--- src/rtl/nbit_muldiv_unit.sv ---
// nbit_muldiv_unit: iterative RV32M multiply/divide, one bit per cycle
module nbit_muldiv_unit #(
  parameter int N = 32
) (
  input  logic         clk,
  input  logic         rst,
  input  logic         start,
  input  logic         kill,
  input  logic [2:0]   op,
  input  logic [N-1:0] a,
  input  logic [N-1:0] b,
  output logic         busy,
  output logic         done,
  output logic [N-1:0] result
);
  localparam int CW = $clog2(N + 1);
  localparam logic [1:0] IDLE = 2'd0;
  localparam logic [1:0] CALC = 2'd1;
  localparam logic [1:0] FIN  = 2'd2;
  logic [1:0]    state;
  logic [2:0]    op_r;
  logic          sa, sb;
  logic [N-1:0]  d;
  logic [2*N-1:0] acc;
  logic [CW-1:0] count;
  logic          a_sgn, b_sgn, div_zero, ovf, bypass;
  logic [N-1:0]  a_mag, b_mag;
  logic [N:0]    mul_sum, sh;
  logic          ok;
  logic [N-1:0]  diff, rem_next, hi, lo, quot, rem;
  logic [2*N-1:0] mul_next, div_next, prod;
  logic [N-1:0]  fin_res;
  always_comb begin
    a_sgn    = a[N-1] & (op[2] ? ~op[0] : (op[0] ^ op[1]));
    b_sgn    = b[N-1] & (op[2] ? ~op[0] : (op[1:0] == 2'b01));
    a_mag    = a_sgn ? -a : a;
    b_mag    = b_sgn ? -b : b;
    div_zero = op[2] & (b == '0);
    ovf      = op[2] & ~op[0] & (a == {1'b1, {(N-1){1'b0}}}) & (&b);
    bypass   = div_zero | ovf;
    mul_sum  = {1'b0, acc[2*N-1:N]} + (acc[0] ? {1'b0, d} : '0);
    mul_next = {mul_sum, acc[N-1:1]};
    sh       = {acc[2*N-1:N], acc[N-1]};
    ok       = sh >= {1'b0, d};
    diff     = sh[N-1:0] - d;
    rem_next = ok ? diff : sh[N-1:0];
    div_next = {rem_next, acc[N-2:0], ok};
    hi       = acc[2*N-1:N];
    lo       = acc[N-1:0];
    prod     = (sa ^ sb) ? -acc : acc;
    quot     = (sa ^ sb) ? -lo : lo;
    rem      = sa ? -hi : hi;
    fin_res  = op_r[2] ? (op_r[1] ? rem : quot)
                       : (op_r[1:0] == 2'b00 ? prod[N-1:0] : prod[2*N-1:N]);
  end
  assign busy = state != IDLE;
  always_ff @(posedge clk) begin
    if (rst) begin
      state  <= IDLE;
      done   <= 1'b0;
      result <= '0;
      count  <= '0;
      acc    <= '0;
      d      <= '0;
      op_r   <= '0;
      sa     <= 1'b0;
      sb     <= 1'b0;
    end else begin
      done <= 1'b0;
      if (kill) begin
        state <= IDLE;
      end else if (state == IDLE) begin
        if (start) begin
          op_r  <= op;
          count <= CW'(N);
          d     <= op[2] ? b_mag : a_mag;
          // bypass results are preloaded so FIN's sign fix-up is a no-op
          sa    <= a_sgn & ~bypass;
          sb    <= b_sgn & ~bypass;
          state <= bypass ? FIN : CALC;
          acc   <= div_zero ? {a, {N{1'b1}}}
                 : ovf      ? {{N{1'b0}}, a}
                 : {{N{1'b0}}, op[2] ? a_mag : b_mag};
        end
      end else if (state == CALC) begin
        acc   <= op_r[2] ? div_next : mul_next;
        count <= count - 1'b1;
        if (count == CW'(1)) state <= FIN;
      end else begin
        result <= fin_res;
        done   <= 1'b1;
        state  <= IDLE;
      end
    end
  end
endmodule

--- config.mk ---
export PLATFORM = sky130hd
export DESIGN_NAME = nbit_muldiv_unit
export DESIGN_NICKNAME = d
export VERILOG_FILES = /design/src/rtl/nbit_muldiv_unit.sv
export SDC_FILE = /design/constraint.sdc
export NUM_CORES = 1
export LEC_CHECK = 0
export BUFFER_PORTS_ARGS = -buffer_cell sky130_fd_sc_hd__buf_2
export CORE_ASPECT_RATIO = 1.75
export CORE_UTILIZATION = 57
export DETAILED_ROUTE_END_ITERATION = 10
export GPL_TIMING_DRIVEN = 0
export PLACE_DENSITY_LB_ADDON = 0.25
export SYNTH_ARGS = -nofsm -noshare
export SYNTH_HDL_FRONTEND = slang
export SYNTH_SLANG_ARGS = --single-unit
--- constraint.sdc ---
create_clock -name clk -period 3.3 [get_ports clk]
set_input_delay 0.495 -clock clk [delete_from_list [all_inputs] [get_ports clk]]
set_output_delay 0.495 -clock clk [all_outputs]
set_load 0.01 [all_outputs]
==> impl_metrics.ini, run 1 <==
[floorplan]
die_x_um = 123
initial_core_util_pct = 58.0
fp-row-count = 77
die_y_um = 214
num_io_pins = 105

[yosys]
avgSynthCellArea_sq_um = 6.90
yosysSeqAreaShare_pct = 19.4
yosys.cell_types.count = 75
yosysTopAreaCellShare_pct = 19.4
synthFlopType = dfxtp_1
ys_seq_elements = 142
synth-edff-count = 0
yosys_warnings = 0
synth_fp_nets = 2266
syn-cell-area_sq_um = 14600
syn_inst = 2121
synth.largest_area_cell = dfxtp_1
synth.top_cells.by_area = dfxtp_1 (19%), a21oi_1 (7.6%), nand2_1 (6.5%)
async_flop_share_pct = 0

[grt]
overflow = 10
grt_usage_pct = 62.9
grt_pass1_wl_um = 123000
grt_max_degree = 17
grt_pass1_vias = 19300

[status]
outcome = stopped before the end
haltStage = global routing (5_1_grt)
error_line = [ERROR GRT-0116] Global routing finished with congestion. Check the congestion regions in the DRC Viewer.

[placed_design]
place_inst = 2540
dp_slack_ns = -1.61
place.port_buffers = 103
dp_hpwl_um = 56400
routabilityCongestion = 1.08

[cts]
hold_buffers = 0
root_buffer = clkbuf_16
clk_path_buf_depth = 2
htreeDepth = 4
clkSinkCount = 142
numCtsBuffers = 17
-- synth_stat cells, types with 9 or more instances --
master,n
o31ai_1,30
or3_1,16
a211oi_1,45
nor2_1,223
xor2_1,103
o41ai_1,9
nand2_1,254
dfxtp_1,142
o21ai_0,151
a21oi_1,222
a21o_1,43
o211ai_1,34
nand4_1,18
a31oi_1,24
and3_1,19
ha_1,72
o21a_1,9
mux2i_1,37
nor2b_1,9
o21bai_1,12
inv_1,72
nor3_1,63
xnor2_1,97
clkbuf_1,147
nand2b_1,12
nor4_1,23
or4_1,11
nand3_1,42
and2_1,14
a221oi_1,41
-- what timing repair did --
item,4_1_cts
setup buffers,23
resized for setup,144
setup endpoints to repair,86
pin swaps,34
-- stage by stage --
step	hold slack, ns	area (sq um)	setup TNS (ns)
4_1_cts	0.357	16800	-0.0166
2_1_floorplan	0.432	14600	0
3_3_place_gp	0.426	15600	-70.00
3_5_place_dp	0.429	15600	-70.68
-- logic make-up after synthesis --
group	Yosys count	share of synthesized area, %
and+or+nand+nor	734	23.1
AOI/OAI and AO/OA	696	30.2
buffers and inverters	234	6.06
xor gates and xnor gates	200	12.0
DFF	142	19.4
adders and majority gates	74	6.43
muxes	41	2.84
-- per-layer routing --
| layer | GRT usage, % | GRT overflow |
|---|---|---|
| met1 | 64.9 | 0 |
| met2 | 85.6 | 6 |
| met3 | 35.1 | 0 |
| met4 | 63.5 | 4 |
| met5 | 3.71 | 0 |
==> run 2: changes to the inputs <==
- CORE_ASPECT_RATIO: 1.75 -> unset
- CORE_UTILIZATION: 57 -> 40
- PLACE_DENSITY_LB_ADDON: 0.25 -> 0.15
- clock period: 3.3 -> 4.3 ns (I/O delays scaled with it)
==> impl_metrics.ini, run 2 <==
[status]
outcome = finished clean

[critical_path]
path_delay_family = compound AO/OA/AOI/OAI gates
crit_path_max_incr_delay_ns = 0.57
critPathLaunchType = register
timing_worst_setup_path_type = register to register
worstPathArrival_ns = 4.49
crit_slowest_cell = dfxtp_1
crit_chain = clkinv_2 -> nor2_1 -> ha_1 -> a211o_1 -> a211oi_2 -> nor4b_1 -> a311o_1 -> a41oi_2 -> a21oi_1 -> a21oi_1 -> xor2_1 -> nand2_1 -> a32o_1
worstPathRequired_ns = 4.65
cpMostUsedCell = a21oi_1
end_kind = register
path_max_fanout = 8
worstPathBufferInverterCount = 1

[route]
ant_nets = 0
wl_per_cell_um = 25.6
initialDrtViolationCount = 2253
first_pass_iters = 8
detail_route.vias_per_cell = 6.40
wirelength_um = 69500
drc = 0
num_vias = 17400

[cts]
cts_setup_buffers = 0
clk_path_buf_depth = 2
clkSinkCount = 142
path_clk_slew_ns = 0.07
htreeDepth = 4
root_buffer = clkbuf_16
tritoncts = yes
hold_buffers = 0
clock_latency_ns = 0.46
numCtsBuffers = 17

[sta]
period_minus_slack_ns = 4.14
worst_slew_pin_slew_ns = 1.09
fin_ws_ns = 0.160
clock_skew_ns = 0.0146
final_max_slew_viol_count = 0
finalHoldViolations = 0
timing.hold.ws_ns = 0.443
finalCritPeriodShare_pct = 96.3
timing.slew.headroom_pct = 27.3
rsz0062_at_grt = no
setup_viol = 0
fmax_mhz = 242

[cells_and_area]
final_cell_mix = nand2_1 (254), nor2_1 (223), a21oi_1 (222), o21ai_0 (148), clkbuf_1 (143)
reg_top3 = acc x64, d x32, result x32
largest-register = acc
mostFrequentLayoutCell = nand2_1
syn_to_final_growth_pct = 12.2
layout-drive-gt1-share_pct = 7.72
antennaDiodeCount = 0
nets = 2388
largest_register_ffs = 64

[placed_design]
place.port_buffers = 103
routabilityCongestion = 1.08
dp_slack_ns = -0.391
dp_hpwl_um = 55600

[grt]
overflow = 0
grt_pass1_wl_um = 102000
grt_pass1_vias = 15900
grt-busiest-layer = met2
grt_use_met1_pct = 50.0
antenna_found_initial = 0
grt_max_degree = 17
grt_usage_pct = 36.2
grt_util_met2_pct = 53.1
use_met3_pct = 7.08

[yosys]
yosysSeqAreaShare_pct = 19.4
synth_fp_nets = 2266
synth.largest_area_cell = dfxtp_1
yosys_warnings = 0
syn_inst = 2121
yosys.cell_types.count = 75
async_flop_share_pct = 0
ys_seq_elements = 142
synth_commonest_cells = nand2_1 (254), nor2_1 (223), a21oi_1 (222), o21ai_0 (151), clkbuf_1 (147)
synth-edff-count = 0
synthFlopType = dfxtp_1
synth.top_cells.by_area = dfxtp_1 (19%), a21oi_1 (7.6%), nand2_1 (6.5%)
avgSynthCellArea_sq_um = 6.90
synthMostInstantiatedCell = nand2_1
syn-cell-area_sq_um = 14600
yosysTopAreaCellShare_pct = 19.4

[power]
ir_drop_v = 0.000348
power_density_nw_per_um2 = 333
p_leak_nw = 6.55

[floorplan]
core-area_sq_um = 35800
die_x_um = 193
die_y_um = 193
die-area_sq_um = 37400
initial_core_util_pct = 40.9
fp-row-count = 69
num_io_pins = 105

[min_path]
hp-class = register to register

[run]
cap_violations = 0
==> run 2: cell counts after synthesis <==
No cell type changed its count.
==> run 2: cells by family after synthesis <==
group	count (synthesis)	synth area share (%)
AO/OA/AOI/OAI	696	30.2
XOR/XNOR	200	12.0
multiplexers	41	2.84
adder cells (fa/ha/maj)	74	6.43
buffers and inverters	234	6.06
AND/OR/NAND/NOR	734	23.1
flip-flops	142	19.4
==> run 2: per-stage QoR <==
step	cells	total power [mW]	utilization (%)	instance area [sq um]	TNS (ns)
detailed placement	2685	3.70	43.9	15700	-6.95
global placement	2685	3.69	43.9	15700	-7.93
finish	2716	5.47	45.8	16400	0
CTS	2716	5.37	45.7	16400	0
floorplan	2121	2.95	-	14600	0
global route	2716	5.67	45.8	16400	0
==> run 2: worst paths after layout <==
path / from / endpoint / slack (ns) / cells after the start
setup / recovery: acc[0] / acc[58] / 0.16 / 13
hold reg to reg: result[5] / result[5] / 0.44 / 2
hold / removal: result[5] / result[5] / 0.44 / 2
setup reg to reg: acc[0] / acc[58] / 0.16 / 13
==> run 2: layout make-up <==
type | count | area, sq um
Inverter | 75 | 283
Sequential cell | 142 | 2840
Timing Repair Buffer | 103 | 515
Clock buffer | 18 | 439
Buffer | 159 | 611
Tap cell | 461 | 577
Fill cell | 3817 | 19400
Multi-Input combinational cell | 1745 | 11000
Clock inverter | 13 | 205
==> run 2: where the power goes <==
| group | internal, mW | total (mW) | leakage (nW) | switching [mW] |
|---|---|---|---|---|
| sequential | 1.40 | 1.50 | 1.16 | 0.105 |
| combinational | 0.733 | 2.29 | 5.08 | 1.55 |
| clock | 0.998 | 1.68 | 0.311 | 0.686 |
==> run 2: layer usage <==
layer	vias up	routed length, um
li1	7930	-
met1	8207	29700
met2	1051	28300
met3	198	7460
met4	0	3970
met5	-	0
==> run 2: tightest hold or removal path, cell delays in order (launching register included) <==
cell and delay, ns:
dfxtp_1 0.31, nand2_1 0.05, nand2_1 0.04
==> run 2: timing repair <==
item	4_1_cts	5_1_grt
endpoints found under the setup margin	10	30
gates cloned	0	0
gates resized for setup	5	12
endpoints found under the hold margin	0	0
No activity file was read; power rests on OpenSTA's default activity.
